## src/rtl/conv_pkg.sv

```systemverilog
// Shared definitions for the 3x3 convolution datapath (window generator and conv_3x3).
//   DEF_PIX_W   default pixel width
//   KERNEL_DIM  window edge length
//   WIN_*       flat window indices, row-major (TL=0 .. BR=8, MC=4 is the centre)
//   win_idx()   (row, col) -> flat window index
package conv_pkg;

  localparam int unsigned DEF_PIX_W  = 8;
  localparam int unsigned KERNEL_DIM = 3;

  localparam int unsigned WIN_TL = 0;
  localparam int unsigned WIN_TC = 1;
  localparam int unsigned WIN_TR = 2;
  localparam int unsigned WIN_ML = 3;
  localparam int unsigned WIN_MC = 4;
  localparam int unsigned WIN_MR = 5;
  localparam int unsigned WIN_BL = 6;
  localparam int unsigned WIN_BC = 7;
  localparam int unsigned WIN_BR = 8;

  function automatic int unsigned win_idx(input int unsigned r, input int unsigned c);
    return r * KERNEL_DIM + c;
  endfunction

endpackage

```

## src/rtl/conv_window_3x3_gen_if.sv

```systemverilog
// Stream bundle of the 3x3 window generator.
//   in_valid/in_ready/in_data    raster-order pixel input
//   out_valid/out_ready          window handshake
//   win0..win8                   window pixels, row-major
//   frame_done                   pulse on the handshake of the last window of a frame
// Modports: master = window generator, slave = pixel source / window consumer side.
interface conv_window_3x3_gen_if #(
  parameter int unsigned PIX_W = conv_pkg::DEF_PIX_W
);
  logic             in_valid;
  logic             in_ready;
  logic [PIX_W-1:0] in_data;
  logic             out_valid;
  logic             out_ready;
  logic [PIX_W-1:0] win0, win1, win2, win3, win4, win5, win6, win7, win8;
  logic             frame_done;

  modport master (
    input  in_valid, in_data, out_ready,
    output in_ready, out_valid, win0, win1, win2, win3, win4, win5, win6, win7, win8,
           frame_done
  );

  modport slave (
    output in_valid, in_data, out_ready,
    input  in_ready, out_valid, win0, win1, win2, win3, win4, win5, win6, win7, win8,
           frame_done
  );
endinterface

```

## src/rtl/conv_line_buffer.sv

```systemverilog
// DEPTH-deep delay line built on a circular-pointer RAM: while en is high, dout is the
// din value written DEPTH enables earlier. The RAM itself is never cleared.
//   clk, rst  clock and synchronous active-high reset (pointer only)
//   en        shift enable
//   din       data in
//   dout      data delayed by DEPTH enabled cycles
module conv_line_buffer #(
  parameter int unsigned DEPTH = 28,
  parameter int unsigned WIDTH = 8
) (
  input  logic             clk,
  input  logic             rst,
  input  logic             en,
  input  logic [WIDTH-1:0] din,
  output logic [WIDTH-1:0] dout
);
  localparam int unsigned PTR_W = $clog2(DEPTH);

  logic [WIDTH-1:0] mem_q [DEPTH];
  logic [PTR_W-1:0] ptr_q;

  always_ff @(posedge clk) begin
    if (rst) begin
      ptr_q <= '0;
    end else if (en) begin
      ptr_q <= (ptr_q == PTR_W'(DEPTH - 1)) ? '0 : ptr_q + PTR_W'(1);
    end
  end

  // Read-before-write on the same slot gives exactly DEPTH cycles of delay.
  always_ff @(posedge clk) begin
    if (en) begin
      mem_q[ptr_q] <= din;
    end
  end

  assign dout = mem_q[ptr_q];

endmodule

```

## src/rtl/conv_window_3x3_gen.sv

```systemverilog
// 3x3 sliding-window generator: turns a raster-order pixel stream into every fully populated
// 3x3 window (no padding), one window per completing pixel, with valid/ready on both sides.
//   clk, rst  clock and synchronous active-high reset
//   bus       conv_window_3x3_gen_if.master (pixel input, window output, frame_done)
module conv_window_3x3_gen
  import conv_pkg::*;
#(
  parameter int unsigned PIX_W = DEF_PIX_W,
  parameter int unsigned IMG_W = 28,
  parameter int unsigned IMG_H = 28
) (
  input logic                   clk,
  input logic                   rst,
  conv_window_3x3_gen_if.master bus
);
  localparam int unsigned COL_W = $clog2(IMG_W);
  localparam int unsigned ROW_W = $clog2(IMG_H);
  localparam int unsigned NWIN  = KERNEL_DIM * KERNEL_DIM;

  logic [COL_W-1:0] col_q;
  logic [ROW_W-1:0] row_q;
  logic             out_valid_q;
  logic             last_q;
  logic [PIX_W-1:0] win_q [NWIN];
  logic [PIX_W-1:0] lb1_out, lb2_out;
  logic             accept, col_last, row_last, completes;

  // The window register doubles as the output register, so it may only move when the
  // held window has been taken (or there is none).
  assign bus.in_ready = !out_valid_q || bus.out_ready;
  assign accept       = bus.in_valid && bus.in_ready;
  assign col_last     = (col_q == COL_W'(IMG_W - 1));
  assign row_last     = (row_q == ROW_W'(IMG_H - 1));
  assign completes    = (col_q >= COL_W'(KERNEL_DIM - 1)) && (row_q >= ROW_W'(KERNEL_DIM - 1));

  conv_line_buffer #(
    .DEPTH (IMG_W),
    .WIDTH (PIX_W)
  ) u_lb1 (
    .clk  (clk),
    .rst  (rst),
    .en   (accept),
    .din  (bus.in_data),
    .dout (lb1_out)
  );

  conv_line_buffer #(
    .DEPTH (IMG_W),
    .WIDTH (PIX_W)
  ) u_lb2 (
    .clk  (clk),
    .rst  (rst),
    .en   (accept),
    .din  (lb1_out),
    .dout (lb2_out)
  );

  always_ff @(posedge clk) begin
    if (rst) begin
      col_q       <= '0;
      row_q       <= '0;
      out_valid_q <= 1'b0;
      last_q      <= 1'b0;
      for (int unsigned i = 0; i < NWIN; i++) begin
        win_q[i] <= '0;
      end
    end else if (accept) begin
      out_valid_q <= completes;
      last_q      <= completes && col_last && row_last;
      if (col_last) begin
        col_q <= '0;
        row_q <= row_last ? '0 : row_q + ROW_W'(1);
      end else begin
        col_q <= col_q + COL_W'(1);
      end
      // Shift left one column, new column = {row r-2, row r-1, row r}.
      for (int unsigned r = 0; r < KERNEL_DIM; r++) begin
        for (int unsigned c = 0; c < KERNEL_DIM - 1; c++) begin
          win_q[win_idx(r, c)] <= win_q[win_idx(r, c + 1)];
        end
      end
      win_q[WIN_TR] <= lb2_out;
      win_q[WIN_MR] <= lb1_out;
      win_q[WIN_BR] <= bus.in_data;
    end else if (bus.out_ready) begin
      out_valid_q <= 1'b0;
    end
  end

  assign bus.out_valid  = out_valid_q;
  assign bus.frame_done = out_valid_q && bus.out_ready && last_q;

  assign bus.win0 = win_q[WIN_TL];
  assign bus.win1 = win_q[WIN_TC];
  assign bus.win2 = win_q[WIN_TR];
  assign bus.win3 = win_q[WIN_ML];
  assign bus.win4 = win_q[WIN_MC];
  assign bus.win5 = win_q[WIN_MR];
  assign bus.win6 = win_q[WIN_BL];
  assign bus.win7 = win_q[WIN_BC];
  assign bus.win8 = win_q[WIN_BR];

endmodule

```

## src/flat_wrapper.sv

```systemverilog
// flat-port wrapper written by rule: the top's interface ports become plain ports
module conv_window_3x3_gen_flat import conv_pkg::*;
#(
  parameter int unsigned PIX_W = DEF_PIX_W,
  parameter int unsigned IMG_W = 28,
  parameter int unsigned IMG_H = 28
)
  (clk, rst, bus_in_valid, bus_in_data, bus_out_ready, bus_in_ready, bus_out_valid, bus_win0, bus_win1, bus_win2, bus_win3, bus_win4, bus_win5, bus_win6, bus_win7, bus_win8, bus_frame_done);
  conv_window_3x3_gen_if #(.PIX_W(PIX_W)) bus_i ();
  input logic clk;
  input logic rst;
  input wire logic [$bits(bus_i.in_valid)-1:0] bus_in_valid;
  input wire logic [$bits(bus_i.in_data)-1:0] bus_in_data;
  input wire logic [$bits(bus_i.out_ready)-1:0] bus_out_ready;
  output wire logic [$bits(bus_i.in_ready)-1:0] bus_in_ready;
  output wire logic [$bits(bus_i.out_valid)-1:0] bus_out_valid;
  output wire logic [$bits(bus_i.win0)-1:0] bus_win0;
  output wire logic [$bits(bus_i.win1)-1:0] bus_win1;
  output wire logic [$bits(bus_i.win2)-1:0] bus_win2;
  output wire logic [$bits(bus_i.win3)-1:0] bus_win3;
  output wire logic [$bits(bus_i.win4)-1:0] bus_win4;
  output wire logic [$bits(bus_i.win5)-1:0] bus_win5;
  output wire logic [$bits(bus_i.win6)-1:0] bus_win6;
  output wire logic [$bits(bus_i.win7)-1:0] bus_win7;
  output wire logic [$bits(bus_i.win8)-1:0] bus_win8;
  output wire logic [$bits(bus_i.frame_done)-1:0] bus_frame_done;
  assign bus_i.in_valid = bus_in_valid;
  assign bus_i.in_data = bus_in_data;
  assign bus_i.out_ready = bus_out_ready;
  assign bus_in_ready = bus_i.in_ready;
  assign bus_out_valid = bus_i.out_valid;
  assign bus_win0 = bus_i.win0;
  assign bus_win1 = bus_i.win1;
  assign bus_win2 = bus_i.win2;
  assign bus_win3 = bus_i.win3;
  assign bus_win4 = bus_i.win4;
  assign bus_win5 = bus_i.win5;
  assign bus_win6 = bus_i.win6;
  assign bus_win7 = bus_i.win7;
  assign bus_win8 = bus_i.win8;
  assign bus_frame_done = bus_i.frame_done;
  conv_window_3x3_gen #(.PIX_W(PIX_W), .IMG_W(IMG_W), .IMG_H(IMG_H)) u_core (.clk(clk), .rst(rst), .bus(bus_i));
endmodule
```

## config.mk

```make
export PLATFORM = sky130hd
export DESIGN_NAME = conv_window_3x3_gen_flat
export DESIGN_NICKNAME = d
export VERILOG_FILES = /design/src/rtl/conv_pkg.sv /design/src/rtl/conv_window_3x3_gen_if.sv /design/src/rtl/conv_line_buffer.sv /design/src/rtl/conv_window_3x3_gen.sv /design/src/flat_wrapper.sv
export SDC_FILE = /design/constraint.sdc
export NUM_CORES = 1
export LEC_CHECK = 0
export BUFFER_PORTS_ARGS = -buffer_cell sky130_fd_sc_hd__buf_4
export CORE_UTILIZATION = 61
export DETAILED_ROUTE_END_ITERATION = 16
export HOLD_SLACK_MARGIN = 0.05
export PLACE_DENSITY = 0.79
export SLEW_MARGIN = 25
export SYNTH_ARGS = -nofsm -noshare
export SYNTH_HDL_FRONTEND = slang
export SYNTH_HIERARCHICAL = 1
export SYNTH_SLANG_ARGS = --single-unit
```

## constraint.sdc

```tcl
create_clock -name clk -period 3.1 [get_ports clk]
set_input_delay 0.62 -clock clk [delete_from_list [all_inputs] [get_ports clk]]
set_output_delay 0.62 -clock clk [all_outputs]
set_load 0.005 [all_outputs]
```

=== Word-level counts from Yosys, hierarchy flattened ===
Memories as Yosys holds them, arrays and structs flattened. A register that Yosys moved wholly into a read port is not among the register bits.
Index checks and enable logic that the tools add are counted.
Widths: inputs -> output; s select.

* Register bits after elaboration: 22
* Memory bits (writable): 520
* Bits of input ports: 12
* Output and inout port bits: 75
* Word-level logic and storage cells: 63
* Memories: 3

* Add/sub/neg operators: 4
* Magnitude comparators: 2
* Equality and inequality tests: 4
* Multiplexer cells: 25
* Bitwise operators: 9
* Reductions and logical operators: 10

{| class="wikitable"
|+ Memories
! name !! words !! width !! rd ports !! clocked after Yosys merged registers in !! wr ports !! RTL line !! source
|-
| u_core.u_lb1.mem_q || 28 || 8 || 1 || 1 || 1 || conv_line_buffer.sv:19 || <nowiki>logic [WIDTH-1:0] mem_q [DEPTH];</nowiki>
|-
| u_core.u_lb2.mem_q || 28 || 8 || 1 || 1 || 1 || conv_line_buffer.sv:19 ||
|-
| u_core.win_q || 9 || 8 || 9 || 0 || 9 || conv_window_3x3_gen.sv:24 || <nowiki>logic [PIX_W-1:0] win_q [NWIN];</nowiki>
|}

{| class="wikitable"
|+ Operator list
! cell !! count
|-
| $mux 8 || 9
|-
| $mux 5 || 8
|-
| $add 5x1->5 const B || 4
|-
| $eq 5x5->1 const B || 4
|-
| $ge 5x2->1 const B || 2
|-
| $or 1x1->1 || 9
|-
| $mux 1 || 8
|-
| $logic_and 1x1->1 || 6
|-
| $reduce_and 2->1 || 1
|-
| $reduce_bool 2->1 || 1
|-
| $logic_not 1->1 || 1
|-
| $logic_or 1x1->1 || 1
|}

=== Depth between registers and ports, before layout ===
Gate-level depths: netlist of run 1.

* Depth after elaboration: 7
* Gate-level depth with buffers: 10
* Gate-level depth less buffers: 7

=== Hierarchy ===
Netlist of run 1, hierarchy kept.

{| class="wikitable"
|+ Modules (own cells, without submodules)
! module !! instances !! cells each !! area each (um2) !! seq. area each (um2)
|-
| conv_line_buffer (u_core.u_lb2) || 1 || 480 || 9273.9 || 6926.6
|-
| conv_line_buffer (u_core.u_lb1) || 1 || 500 || 9237.6 || 6926.6
|-
| conv_window_3x3_gen || 1 || 233 || 3326.9 || 2402.3
|}

=== Worst setup path after synthesis of run 1 ===
Ideal clock, no wire load.

* Path type: input port to flip-flop
* Start: in bus_out_ready
* End: mem u_core/win_q[0][0] (netlist bit) (enable)
* Library setup time: 0.745 ns
* Arrival: 2.176 ns
* Setup slack: 0.179 ns
* Stages on the path: 3
* Path buffers: 0
* Cell sequence: nand2b_2 -> nand2_1 -> nand2_1

{| class="wikitable"
|+ RTL lines
! what !! RTL line !! source
|-
| from (decl) || flat_wrapper.sv:14 || <nowiki>input wire logic [$bits(bus_i.out_ready)-1:0] bus_out_ready;</nowiki>
|-
| to (decl) || conv_window_3x3_gen.sv:24 ||
|}

==> results_tabular.tex, run 1 <==
\begin{tabular}{lr}
\hline
Metric & Value \\
\hline
\multicolumn{2}{l}{\textbf{Yosys}} \\
\quad Most frequent cell after synthesis & sky130\_fd\_sc\_hd\_\_edfxtp\_1 \\
\quad Post-synth top cells & 520 x sky130\_fd\_sc\_hd\_\_edfxtp\_1, 119 x sky130\_fd\_sc\_hd\_\_mux2i\_1, 73 x sky130\_fd\_sc\_hd\_\_and3\_1, 60 x sky130\_fd\_sc\_hd\_\_and2\_1, 52 x sky130\_fd\_sc\_hd\_\_nand2\_1 \\
\quad Portion of synthesized cell area occupied by the leading cell type & 71.5\% \\
\quad Combined area of all synthesized cells & 0.0218 mm\^{}2 \\
\quad Synthesis-stage register bit count & 552 \\
\quad Async SR Flop Fraction & 0\% \\
\quad Gate Count Post-Synth & 1213 \\
\quad Count of different cell masters after synthesis & 54 \\
\quad Number of flops mapped to enable cells by yosys & 520 \\
\quad Cell types with the largest area share after synthesis & sky130\_fd\_sc\_hd\_\_edfxtp\_1 72\%, sky130\_fd\_sc\_hd\_\_mux2i\_1 5.5\%, sky130\_fd\_sc\_hd\_\_mux4\_2 5.2\%, sky130\_fd\_sc\_hd\_\_dfxtp\_1 2.9\%, sky130\_fd\_sc\_hd\_\_and3\_1 2.1\% \\
\quad Syn\_nets & 1239 \\
\quad Mean post-synth cell area & 18.0 um\^{}2 \\
\quad Syn. warnings & 6 \\
\quad Prevailing post-synth register cell & sky130\_fd\_sc\_hd\_\_edfxtp\_1 \\
\quad Sequential fraction of the synthesis area & 74.4\% \\
\quad Post-synth top area cell & sky130\_fd\_sc\_hd\_\_edfxtp\_1 \\
\multicolumn{2}{l}{\textbf{Placed design}} \\
\quad Count of port buffers added during placement & 86 \\
\quad Estimated wirelength of the detail-placed design & 28.2 mm \\
\quad Global placer's final weighted congestion & 0.845 \\
\multicolumn{2}{l}{\textbf{STA}} \\
\quad Sum of negative setup slack & 0 ns \\
\quad Worst Tran Pin Value & 0.887 ns \\
\quad Highest achievable clock rate & 381 MHz \\
\quad Part of the cycle the worst path needs & 84.7\% \\
\quad Final period demand of the worst path & 2.62 ns \\
\quad Final setup violation count & 0 \\
\quad Pins over their slew limit & 0 \\
\quad Max-slew headroom at the worst pin & 40.7\% \\
\quad Hold violation count in the final report & 0 \\
\quad Post-Route Skew & 0.0336 ns \\
\quad Setup repair after global routing missed its margin & no \\
\multicolumn{2}{l}{\textbf{Floorplanning}} \\
\quad Horiz. Die Dim & 191 um \\
\quad Die outline area & 0.0366 mm\^{}2 \\
\quad Effective utilization at floorplan & 62.6\% \\
\quad Number of rows created at floorplan & 68 \\
\quad IO Pins & 87 \\
\quad Core outline area & 0.0349 mm\^{}2 \\
\quad Height of the die & 191 um \\
\multicolumn{2}{l}{\textbf{Clock network}} \\
\quad Num Clock Sinks & 552 \\
\quad Clock Path Buffers & 3 \\
\quad Clock Pin Slew Worst Setup and Hold Paths & 0.06 ns \\
\quad Cts-stage hold buffer count & 0 \\
\quad Number of buffers added by the clock tree synthesis step & 54 \\
\quad CTS-repair resized insts & 0 \\
\quad Post-CTS Setup Bufs & 0 \\
\quad Root buffer selected by CTS & sky130\_fd\_sc\_hd\_\_clkbuf\_16 \\
\quad Count of H-tree levels built during CTS & 2 \\
\quad Worst-Skew Late Latency & 0.61 ns \\
\quad TritonCTS clock tree & yes \\
\multicolumn{2}{l}{\textbf{Setup path}} \\
\quad Setup slack of the worst register-to-register path & 0.48 ns \\
\quad CP max FO & 29 \\
\quad Master of the slowest instance on the critical path & sky130\_fd\_sc\_hd\_\_mux4\_1 \\
\quad Reg-to-reg endpoint & u\_core/win\_q[0][44] \\
\quad Worst r2r path cells & 5 \\
\quad Buffer and inverter count on the worst path & 1 \\
\quad Series of cell instances along the critical path & buf\_4, mux4\_1, mux4\_2, mux2\_2, and3\_1 \\
\quad Endpoint kind of the worst setup timing path & register \\
\quad Critical path type & reg -> reg \\
\quad Required time at the worst-slack endpoint & 3.46 ns \\
\quad Family with the most delay on the worst path & multiplexers \\
\quad Data arrival time of the worst path & 2.99 ns \\
\quad Longest individual stage delay on the worst path & 0.58 ns \\
\quad Type of element launching the critical path & register \\
\multicolumn{2}{l}{\textbf{Power}} \\
\quad Overall Power & 16200 uW \\
\quad PwrDens & 655 mW/mm\^{}2 \\
\quad Worst ir drop on vdd & 0.513 mV \\
\quad Cell leakage power & 0.00854 uW \\
\multicolumn{2}{l}{\textbf{Global routing}} \\
\quad Largest net degree at the start of global routing & 74 \\
\quad Number of global-route vias before repair & 11600 \\
\quad Antenna violations before repair & 2 \\
\quad Global Route Usage Sum & 26.0\% \\
\quad Wire length of the first global-routing pass & 69.4 mm \\
\quad Overflow left after global routing & 0 \\
\multicolumn{2}{l}{\textbf{Drt}} \\
\quad Routed wl met2 & 22.4 mm \\
\quad Residual DRC count & 0 \\
\quad Iteration count of the initial detailed-routing pass & 5 \\
\quad Routed wire length & 45.9 mm \\
\quad Detailed-route via count & 11600 \\
\quad Met3 wire length & 3.96 mm \\
\quad Detailed-route wire length per cell & 25.2 um \\
\quad Number of antenna-violating nets in the routed design & 0 \\
\quad Via density & 6.36 \\
\quad Uppermost routed layer & met5 \\
\quad Number of DRC markers in iteration 0 & 1059 \\
\quad Metal1 wirelength & 18.0 mm \\
\multicolumn{2}{l}{\textbf{Final layout}} \\
\quad Antenna diode instance count & 0 \\
\quad Post-layout net count & 1346 \\
\quad Relative area change from synthesis to final layout & 13.5\% \\
\quad Proportion of layout cells with a drive suffix above 1 & 19.9\% \\
\multicolumn{2}{l}{\textbf{Outcome}} \\
\quad Status & finished, final reports clean \\
\multicolumn{2}{l}{\textbf{Hold path}} \\
\quad Startpoint of the tightest hold check path & bus\_in\_valid \\
\quad Kind of path behind the tightest hold check & in -> reg \\
\quad Number of cells on the worst hold path & 3 \\
\quad Endpoint of the worst hold-timing path & u\_core/bus.out\_valid \\
\multicolumn{2}{l}{\textbf{Run}} \\
\quad Maximum capacitance violations & 0 \\
\hline
\end{tabular}
-- worst max path at each step --
stage	cells past startpoint	end
2_1_floorplan	3	u_core/win_q[0][0]
3_3_place_gp	7	u_core/u_lb2/mem_q[25][1]
3_5_place_dp	7	u_core/u_lb2/mem_q[24][1]
4_1_cts	5	u_core/win_q[0][44]
5_1_grt	8	u_core/win_q[0][42]
6_report	5	u_core/win_q[0][44]
-- state kept, by name (all words and copies together) (netlist names), named ones only --
register,cells
u_core/u_lb2/ptr_q,5
u_core/u_lb1/mem_q,224
u_core/last_q,1
u_core/row_q,5
u_core/u_lb1/ptr_q,5
u_core/win_q,72
u_core/bus.out_valid,1
u_core/col_q,5
u_core/u_lb2/mem_q,224
-- metrics by stage --
stage	hold WS [ns]	cells	setup WS, ns	utilization [%]	area, um^2
floorplan	0.432	1213	0.179	-	21800
global placement	0.462	1719	0.259	65.8	23000
detailed placement	0.466	1719	0.125	65.8	23000
CTS	0.335	1820	0.466	71.0	24800
global route	0.377	1820	0.317	71.0	24800
finish	0.353	1820	0.476	71.0	24800
-- per-layer routing --
| metal | vias up | track usage (%) |
|---|---|---|
| met4 | 4 | 10.4 |
| met5 | - | 0 |
| met3 | 86 | 6.68 |
| met1 | 5927 | 34.3 |
| met2 | 541 | 41.7 |
| li1 | 5025 | - |
-- power by group --
part | total, uW | switching [uW] | internal (uW)
clock network | 6590 | 2720 | 3870
logic | 1110 | 670 | 437
registers | 8530 | 112 | 8410
total | 16200 | 3500 | 12700
-- cells in the final DEF (no fill, tap or decap), drive strengths merged, types with 4 or more instances in the layout --
cell type / n
a21oi: 21
a221oi: 4
a22oi: 34
and2: 62
and3: 74
buf: 114
bufinv: 6
clkbuf: 69
clkinv: 24
dfxtp: 32
edfxtp: 520
ha: 14
inv: 8
mux2: 7
mux2i: 119
mux4: 61
nand2: 52
nand2b: 6
nand3: 31
nand4: 23
nor2: 21
nor2b: 14
nor3: 4
nor3b: 4
o21ai: 4
o22ai: 5
xor2: 6
-- logic make-up after synthesis --
kind of cell               after synthesis  synth area share (%)
and+or+nand+nor                        304                  7.92
AOI/OAI and AO/OA                       75                  2.41
DFF                                    552                  74.4
xor gates and xnor gates                 9                 0.361
adders and majority gates               14                 0.802
muxes                                  187                  12.3
buffers and inverters                   72                  1.73
-- layout make-up --
cell class / count / area [um^2]
clock inverter: 32 / 329
multi-input combinational: 589 / 5210
fill: 2091 / 10100
tap: 455 / 569
inverter: 9 / 33.8
clock buffer: 69 / 1480
timing repair buffer: 114 / 893
sequential: 552 / 16300
-- worst reg2reg max path, cell delays in order (launching register included) --
cell	delay (ns)
sky130_fd_sc_hd__dfxtp_1	0.30
sky130_fd_sc_hd__buf_4	0.26
sky130_fd_sc_hd__mux4_1	0.59
sky130_fd_sc_hd__mux4_2	0.46
sky130_fd_sc_hd__mux2_2	0.50
sky130_fd_sc_hd__and3_1	0.28
Power figures use the tool's default switching activity.
==> inputs of run 2 (changes only) <==
--- a/config.mk
+++ b/config.mk
@@ -5,11 +5,12 @@
 export SDC_FILE = /design/constraint.sdc
 export NUM_CORES = 1
 export LEC_CHECK = 0
+export ABC_AREA = 1
 export BUFFER_PORTS_ARGS = -buffer_cell sky130_fd_sc_hd__buf_4
-export CORE_UTILIZATION = 61
+export CORE_UTILIZATION = 56
 export DETAILED_ROUTE_END_ITERATION = 16
 export HOLD_SLACK_MARGIN = 0.05
-export PLACE_DENSITY = 0.79
+export PLACE_DENSITY = 0.76
 export SLEW_MARGIN = 25
 export SYNTH_ARGS = -nofsm -noshare
 export SYNTH_HDL_FRONTEND = slang
==> constraint.sdc (replaced) <==
create_clock -name clk -period 2.4 [get_ports clk]
set_input_delay 0.48 -clock clk [delete_from_list [all_inputs] [get_ports clk]]
set_output_delay 0.48 -clock clk [all_outputs]
set_load 0.005 [all_outputs]
==> run 2 against run 1 <==
Net effect:
- clock-buffer cell count decreased by 5
- global-route usage decreased by 1.5 points
- fmax increased by 20%
- clock skew decreased by 0.0074 ns
- flip-flop and latch count unchanged
- first-iteration DRC count increased by 50%
==> results_tabular.tex, run 2 <==
\begin{tabular}{lr}
\hline
Metric & Value \\
\hline
\multicolumn{2}{l}{\textbf{Floorplanning}} \\
\quad Core outline area & 0.0412 mm\^{}2 \\
\quad Height of the die & 207 um \\
\quad Number of rows created at floorplan & 74 \\
\quad Horiz. Die Dim & 207 um \\
\quad IO Pins & 87 \\
\quad Die outline area & 0.0430 mm\^{}2 \\
\quad Effective utilization at floorplan & 57.3\% \\
\multicolumn{2}{l}{\textbf{Setup path}} \\
\quad Required time at the worst-slack endpoint & 2.74 ns \\
\quad Data arrival time of the worst path & 2.52 ns \\
\quad Type of element launching the critical path & register \\
\quad CP max FO & 43 \\
\quad Critical path type & reg -> reg \\
\quad Endpoint kind of the worst setup timing path & register \\
\multicolumn{2}{l}{\textbf{Yosys}} \\
\quad Count of different cell masters after synthesis & 30 \\
\quad Sequential fraction of the synthesis area & 68.9\% \\
\quad Most frequent cell after synthesis & sky130\_fd\_sc\_hd\_\_nand2\_1 \\
\quad Async SR Flop Fraction & 0\% \\
\quad Combined area of all synthesized cells & 0.0236 mm\^{}2 \\
\quad Syn. warnings & 6 \\
\quad Synthesis-stage register bit count & 552 \\
\quad Syn\_nets & 2155 \\
\quad Gate Count Post-Synth & 2129 \\
\quad Post-synth top cells & 569 x sky130\_fd\_sc\_hd\_\_nand2\_1, 520 x sky130\_fd\_sc\_hd\_\_edfxtp\_1, 269 x sky130\_fd\_sc\_hd\_\_nand3\_1, 232 x sky130\_fd\_sc\_hd\_\_inv\_1, 211 x sky130\_fd\_sc\_hd\_\_nor2\_1 \\
\quad Post-synth top area cell & sky130\_fd\_sc\_hd\_\_edfxtp\_1 \\
\quad Cell types with the largest area share after synthesis & sky130\_fd\_sc\_hd\_\_edfxtp\_1 66\%, sky130\_fd\_sc\_hd\_\_nand2\_1 9.0\%, sky130\_fd\_sc\_hd\_\_nand3\_1 5.7\%, sky130\_fd\_sc\_hd\_\_inv\_1 3.7\%, sky130\_fd\_sc\_hd\_\_nor2\_1 3.4\% \\
\quad Portion of synthesized cell area occupied by the leading cell type & 66.2\% \\
\quad Number of flops mapped to enable cells by yosys & 520 \\
\quad Mean post-synth cell area & 11.1 um\^{}2 \\
\quad Prevailing post-synth register cell & sky130\_fd\_sc\_hd\_\_edfxtp\_1 \\
\multicolumn{2}{l}{\textbf{Clock network}} \\
\quad Count of H-tree levels built during CTS & 2 \\
\quad Clock Pin Slew Worst Setup and Hold Paths & 0.06 ns \\
\quad Clock Path Buffers & 3 \\
\quad Number of buffers added by the clock tree synthesis step & 53 \\
\quad Post-CTS Setup Bufs & 0 \\
\quad TritonCTS clock tree & yes \\
\quad Worst-Skew Late Latency & 0.60 ns \\
\quad Num Clock Sinks & 552 \\
\quad Root buffer selected by CTS & sky130\_fd\_sc\_hd\_\_clkbuf\_16 \\
\multicolumn{2}{l}{\textbf{STA}} \\
\quad Final setup violation count & 0 \\
\quad Part of the cycle the worst path needs & 90.9\% \\
\quad Setup repair after global routing missed its margin & no \\
\quad Final period demand of the worst path & 2.18 ns \\
\quad Hold violation count in the final report & 0 \\
\quad Post-Route Skew & 0.0262 ns \\
\quad Highest achievable clock rate & 459 MHz \\
\quad Worst Tran Pin Value & 0.553 ns \\
\quad Pins over their slew limit & 0 \\
\quad Max-slew headroom at the worst pin & 63.1\% \\
\quad Sum of negative setup slack & 0 ns \\
\multicolumn{2}{l}{\textbf{Power}} \\
\quad Cell leakage power & 0.0107 uW \\
\quad Overall Power & 20800 uW \\
\quad PwrDens & 771 mW/mm\^{}2 \\
\quad Worst ir drop on vdd & 0.811 mV \\
\multicolumn{2}{l}{\textbf{Drt}} \\
\quad Detailed-route via count & 15600 \\
\quad Number of DRC markers in iteration 0 & 1589 \\
\quad Iteration count of the initial detailed-routing pass & 7 \\
\quad Residual DRC count & 0 \\
\quad Via density & 5.46 \\
\quad Routed wire length & 52.5 mm \\
\quad Detailed-route wire length per cell & 18.4 um \\
\quad Number of antenna-violating nets in the routed design & 0 \\
\multicolumn{2}{l}{\textbf{Final layout}} \\
\quad Post-Layout Cell Count & 2849 \\
\quad Most common cell after layout, fill and taps aside & sky130\_fd\_sc\_hd\_\_nand2\_1 \\
\quad Post-layout net count & 2301 \\
\quad Relative area change from synthesis to final layout & 14.4\% \\
\quad Highest-count cells in the layout ignoring fill and taps & 567 x sky130\_fd\_sc\_hd\_\_nand2\_1, 520 x sky130\_fd\_sc\_hd\_\_edfxtp\_1, 269 x sky130\_fd\_sc\_hd\_\_nand3\_1, 232 x sky130\_fd\_sc\_hd\_\_inv\_1, 211 x sky130\_fd\_sc\_hd\_\_nor2\_1 \\
\quad Layout Cell Area excl Fill & 0.0270 mm\^{}2 \\
\quad Core Util, Final & 65.6\% \\
\quad Top flop regs & u\_core/u\_lb1/mem\_q x224, u\_core/u\_lb2/mem\_q x224, u\_core/win\_q x72 \\
\quad Antenna diode instance count & 0 \\
\quad Proportion of layout cells with a drive suffix above 1 & 14.8\% \\
\multicolumn{2}{l}{\textbf{Global routing}} \\
\quad Antenna violations before repair & 0 \\
\quad Wire length of the first global-routing pass & 81.9 mm \\
\quad Most congested layer reported by global routing & met2 \\
\quad Met1 usage & 30.5\% \\
\quad Met2 layer usage reported by global route & 42.1\% \\
\quad Overflow left after global routing & 0 \\
\quad Number of global-route vias before repair & 15500 \\
\quad Largest net degree at the start of global routing & 85 \\
\quad M3 GR Usage & 3.75\% \\
\quad Global Route Usage Sum & 24.5\% \\
\multicolumn{2}{l}{\textbf{Placed design}} \\
\quad Estimated wirelength of the detail-placed design & 32.0 mm \\
\quad Total placed instance area & 0.0253 mm\^{}2 \\
\quad Global placer's final weighted congestion & 0.896 \\
\quad Count of port buffers added during placement & 86 \\
\quad Placed instance count & 2752 \\
\multicolumn{2}{l}{\textbf{Outcome}} \\
\quad Status & finished, final reports clean \\
\multicolumn{2}{l}{\textbf{Hold path}} \\
\quad Kind of path behind the tightest hold check & in -> reg \\
\quad Startpoint of the tightest hold check path & bus\_in\_valid \\
\multicolumn{2}{l}{\textbf{Run}} \\
\quad Maximum capacitance violations & 0 \\
\hline
\end{tabular}
==> run 2: changes by cell type in the layout (fill, tap and decap cells not counted), sizes merged, moves of 61 or more <==
| cell | change |
|---|---|
| nand3 | +240 |
| nand2 | +518 |
| and2 | -62 |
| o21ai | +64 |
| mux4 | -61 |
| mux2i | -119 |
| nor2 | +250 |
| buf | +77 |
| and3 | -74 |
| inv | +230 |
==> run 2: worst paths after layout <==
check	end	slack, ns	cells after the start
setup / recovery	u_core/win_q[0][45]	0.22	11
hold / removal	u_core/bus.out_valid	0.22	3
setup reg to reg	u_core/win_q[0][45]	0.22	11
hold reg to reg	u_core/last_q	0.48	2
==> run 2: cells by family after synthesis <==
family	after synthesis	share of synthesized area, %
flops	552	68.9
xor+xnor	3	0.111
simple gates	1134	21.6
fa+ha+maj	14	0.742
compound gates	89	2.05
buf+inv	337	6.59
==> run 2: layer usage <==
layer,vias to the layer above,part of all wire [%],wire length [um]
met5,-,0,0
met4,0,4.0,2110
met3,128,6.7,3520
met2,662,50,26400
met1,7422,39,20500
li1,7339,-,-
==> run 2: where the power goes <==
part | leakage, uW | internal (uW) | switching [uW]
registers | 0.00510 | 10800 | 89.8
clock network | 0.000812 | 4580 | 3410
logic | 0.00476 | 609 | 1300
==> run 2: cell type report <==
| class | count | area, um^2 |
|---|---|---|
| sequential | 552 | 16300 |
| clock inverter | 33 | 253 |
| inverter | 237 | 890 |
| timing repair buffer | 191 | 1710 |
| multi-input combinational | 1240 | 5820 |
| tap | 532 | 666 |
| fill | 2975 | 14200 |
| clock buffer | 64 | 1410 |
==> run 2: critical path, stage by stage, from the launching register on <==
cell and delay, ns:
sky130_fd_sc_hd__dfxtp_4 0.46, sky130_fd_sc_hd__inv_2 0.09, sky130_fd_sc_hd__buf_12 0.18, sky130_fd_sc_hd__o21ai_0 0.32, sky130_fd_sc_hd__nand3_1 0.14, sky130_fd_sc_hd__nand2_1 0.13, sky130_fd_sc_hd__nand2_1 0.07, sky130_fd_sc_hd__nand2_1 0.08
sky130_fd_sc_hd__nand2_1 0.10, sky130_fd_sc_hd__buf_4 0.19, sky130_fd_sc_hd__inv_1 0.10, sky130_fd_sc_hd__nor2_4 0.04
==> run 2: per-stage QoR <==
stage	hold WS, ns	setup WS [ns]
3_3_place_gp	0.457	0.202
6_report	0.216	0.219
2_1_floorplan	0.440	0.320
3_5_place_dp	0.468	0.138
5_1_grt	0.216	0.0766
4_1_cts	0.186	0.119
==> run 2: timing repair <==
action	CTS	global route
setup endpoints to repair	0	21
hold buffers	0	0
gates resized for setup	0	1
endpoints found under the hold margin	0	0
==> inputs of run 3 (changes only) <==
--- a/config.mk
+++ b/config.mk
@@ -10,7 +10,7 @@
 export CORE_UTILIZATION = 56
 export DETAILED_ROUTE_END_ITERATION = 16
 export HOLD_SLACK_MARGIN = 0.05
-export PLACE_DENSITY = 0.76
+export PLACE_DENSITY = 0.72
 export SLEW_MARGIN = 25
 export SYNTH_ARGS = -nofsm -noshare
 export SYNTH_HDL_FRONTEND = slang
==> run 3 against run 2 <==
Net effect:
- fmax fell by 2.2%
- first-iteration DRC count fell by 18%
- global-route usage fell by 0.15 points
- die area did not move
- worst setup slack got worse by 0.050 ns
- clock power rose by 8.9%
- critical path type unchanged
==> results_tabular.tex, run 3 (synthesized netlist as in run 2, its figures left out) <==
\begin{tabular}{lr}
\hline
Metric & Value \\
\hline
\multicolumn{2}{l}{\textbf{Floorplanning}} \\
\quad Die outline area & 0.0430 mm\^{}2 \\
\quad Core outline area & 0.0412 mm\^{}2 \\
\quad Height of the die & 207 um \\
\quad IO Pins & 87 \\
\quad Number of rows created at floorplan & 74 \\
\quad Effective utilization at floorplan & 57.3\% \\
\quad Horiz. Die Dim & 207 um \\
\multicolumn{2}{l}{\textbf{Power}} \\
\quad Cell leakage power & 0.0107 uW \\
\quad Int Pwr & 16700 uW \\
\quad Fraction of power consumed by sequential logic & 50.8\% \\
\quad Worst ir drop on vdd & 0.592 mV \\
\quad PwrDens & 792 mW/mm\^{}2 \\
\quad Part of the total power dissipated in the clock network & 40.4\% \\
\quad Combinational share of power & 8.8\% \\
\quad Switching power & 4820 uW \\
\quad Switch share & 22.4\% \\
\quad Overall Power & 21500 uW \\
\multicolumn{2}{l}{\textbf{Setup path}} \\
\quad Setup slack of the worst register-to-register path & 0.17 ns \\
\quad Longest individual stage delay on the worst path & 0.41 ns \\
\quad Worst r2r path cells & 12 \\
\quad Series of cell instances along the critical path & inv\_2, buf\_12, nand2\_1, nand3\_1, nand3\_1, nand2\_1, nand2\_1, nand2\_1, nand2\_1, nand2\_1, inv\_1, nor2\_4 \\
\quad Endpoint kind of the worst setup timing path & register \\
\quad Data arrival time of the worst path & 2.68 ns \\
\quad Type of element launching the critical path & register \\
\quad CP max FO & 59 \\
\quad Critical path type & reg -> reg \\
\quad Required time at the worst-slack endpoint & 2.85 ns \\
\quad Most numerous cell on the critical path & sky130\_fd\_sc\_hd\_\_nand2\_1 \\
\quad Master of the slowest instance on the critical path & sky130\_fd\_sc\_hd\_\_nand2\_1 \\
\quad Reg-to-reg endpoint & u\_core/win\_q[0][44] \\
\multicolumn{2}{l}{\textbf{Drt}} \\
\quad Residual DRC count & 0 \\
\quad Met3 wire length & 3.91 mm \\
\quad Number of antenna-violating nets in the routed design & 0 \\
\quad Detailed-route wire length per cell & 18.0 um \\
\quad Metal1 wirelength & 20.7 mm \\
\quad Uppermost routed layer & met4 \\
\quad Routed wire length & 51.4 mm \\
\quad Iteration count of the initial detailed-routing pass & 6 \\
\quad Detailed-route via count & 15400 \\
\quad Routed wl met2 & 24.7 mm \\
\quad Number of DRC markers in iteration 0 & 1305 \\
\quad Via density & 5.39 \\
\multicolumn{2}{l}{\textbf{Clock network}} \\
\quad Clock Path Buffers & 3 \\
\quad CTS-repair resized insts & 0 \\
\quad Count of H-tree levels built during CTS & 2 \\
\quad Root buffer selected by CTS & sky130\_fd\_sc\_hd\_\_clkbuf\_16 \\
\quad Worst-Skew Late Latency & 0.60 ns \\
\quad Clock Pin Slew Worst Setup and Hold Paths & 0.06 ns \\
\quad Post-CTS Setup Bufs & 0 \\
\quad Num Clock Sinks & 552 \\
\quad TritonCTS clock tree & yes \\
\quad Cts-stage hold buffer count & 0 \\
\quad Number of buffers added by the clock tree synthesis step & 54 \\
\multicolumn{2}{l}{\textbf{STA}} \\
\quad Sum of negative setup slack & 0 ns \\
\quad Setup repair after global routing missed its margin & no \\
\quad Part of the cycle the worst path needs & 92.9\% \\
\quad Final setup violation count & 0 \\
\quad Pins over their slew limit & 0 \\
\quad Worst Tran Pin Value & 0.532 ns \\
\quad Post-Route Skew & 0.0197 ns \\
\quad Final period demand of the worst path & 2.23 ns \\
\quad Hold violation count in the final report & 0 \\
\quad Highest achievable clock rate & 448 MHz \\
\quad Max-slew headroom at the worst pin & 64.4\% \\
\multicolumn{2}{l}{\textbf{Run}} \\
\quad Maximum capacitance violations & 0 \\
\multicolumn{2}{l}{\textbf{Global routing}} \\
\quad Global Route Usage Sum & 24.4\% \\
\quad Wire length of the first global-routing pass & 81.2 mm \\
\quad Number of global-route vias before repair & 15100 \\
\quad Overflow left after global routing & 0 \\
\quad Antenna violations before repair & 0 \\
\quad Largest net degree at the start of global routing & 88 \\
\multicolumn{2}{l}{\textbf{Final layout}} \\
\quad Sequential standard cell area & 0.0163 mm\^{}2 \\
\quad Top flop regs & u\_core/u\_lb1/mem\_q x224, u\_core/u\_lb2/mem\_q x224, u\_core/win\_q x72 \\
\quad Proportion of layout cells with a drive suffix above 1 & 15.2\% \\
\quad Final-layout fill cell count & 3014 \\
\quad Combined area of the multi-input logic cells & 0.00581 mm\^{}2 \\
\quad Highest-count cells in the layout ignoring fill and taps & 568 x sky130\_fd\_sc\_hd\_\_nand2\_1, 520 x sky130\_fd\_sc\_hd\_\_edfxtp\_1, 269 x sky130\_fd\_sc\_hd\_\_nand3\_1, 232 x sky130\_fd\_sc\_hd\_\_inv\_1, 211 x sky130\_fd\_sc\_hd\_\_nor2\_1 \\
\quad Most common cell after layout, fill and taps aside & sky130\_fd\_sc\_hd\_\_nand2\_1 \\
\quad Antenna diode instance count & 0 \\
\quad Relative area change from synthesis to final layout & 15.1\% \\
\quad Post-layout net count & 2306 \\
\multicolumn{2}{l}{\textbf{Hold path}} \\
\quad Startpoint of the tightest hold check path & bus\_in\_valid \\
\quad Endpoint of the worst hold-timing path & u\_core/bus.out\_valid \\
\quad Kind of path behind the tightest hold check & in -> reg \\
\quad Number of cells on the worst hold path & 3 \\
\multicolumn{2}{l}{\textbf{Placed design}} \\
\quad Global placer's final weighted congestion & 0.896 \\
\quad Estimated wirelength of the detail-placed design & 32.6 mm \\
\quad Count of port buffers added during placement & 86 \\
\multicolumn{2}{l}{\textbf{Outcome}} \\
\quad Status & finished, final reports clean \\
\hline
\end{tabular}
-- run 3: cell types whose count changed in the layout (fill, tap and decap cells not counted), sizes merged --
cell      change
clkinvlp      +1
clkinv       -17
buf           +4
bufinv        +2
clkbuf       +19
-- run 3: worst max path at each step --
| stage | end | slack, ns | cells past startpoint |
|---|---|---|---|
| 5_1_grt | u_core/win_q[0][44] | 0.08 | 11 |
| 2_1_floorplan | u_core/win_q[0][0] | 0.32 | 4 |
| 6_report | u_core/win_q[0][44] | 0.17 | 12 |
| 3_3_place_gp | u_core/u_lb1/mem_q[24][2] | 0.16 | 7 |
| 4_1_cts | u_core/win_q[0][44] | 0.19 | 12 |
| 3_5_place_dp | u_core/u_lb1/mem_q[26][5] | 0.14 | 7 |
-- run 3: worst max-delay path: cells and delay by family, from the launching register on --
kind,cells,cell delay [ns]
buffers and inverters,3,0.52
flip-flops,1,0.36
AND/OR/NAND/NOR,9,1.15
-- run 3: stage by stage --
step                instance area, um^2  std cells  hold slack [ns]  setup slack [ns]  utilization [%]
global placement                  25300       2756            0.459             0.158             61.4
finish                            27200       2858            0.197             0.169             65.9
floorplan                         23600       2129            0.440             0.320                -
CTS                               27200       2858            0.165             0.194             65.9
global route                      27200       2858            0.209            0.0812             65.9
detailed placement                25300       2756            0.457             0.142             61.4
-- run 3: cell type report --
| class | instances | area share (%) |
|---|---|---|
| Inverter | 237 | 3.28 |
| Clock buffer | 83 | 5.94 |
| Sequential cell | 552 | 59.9 |
| Timing Repair Buffer | 195 | 6.13 |
| Tap cell | 532 | 2.45 |
| Clock inverter | 19 | 0.917 |
| Multi-Input combinational cell | 1240 | 21.4 |
-- run 3: layer usage --
layer	GRT usage, %	vias up
met1	32.2	7281
met3	4.34	137
met5	0	-
met2	39.8	643
li1	-	7350
met4	10.7	0
-- run 3: power by group through the flow --
stage / registers (uW) / clock network [uW] / logic [uW]
5_1_grt: 10900 / 9180 / 2060
3_5_place_dp: 11100 / 0 / 1880
3_3_place_gp: 11100 / 0 / 1840
2_1_floorplan: 11100 / 0 / 1110
6_report: 10900 / 8700 / 1890
4_1_cts: 10900 / 8810 / 1890
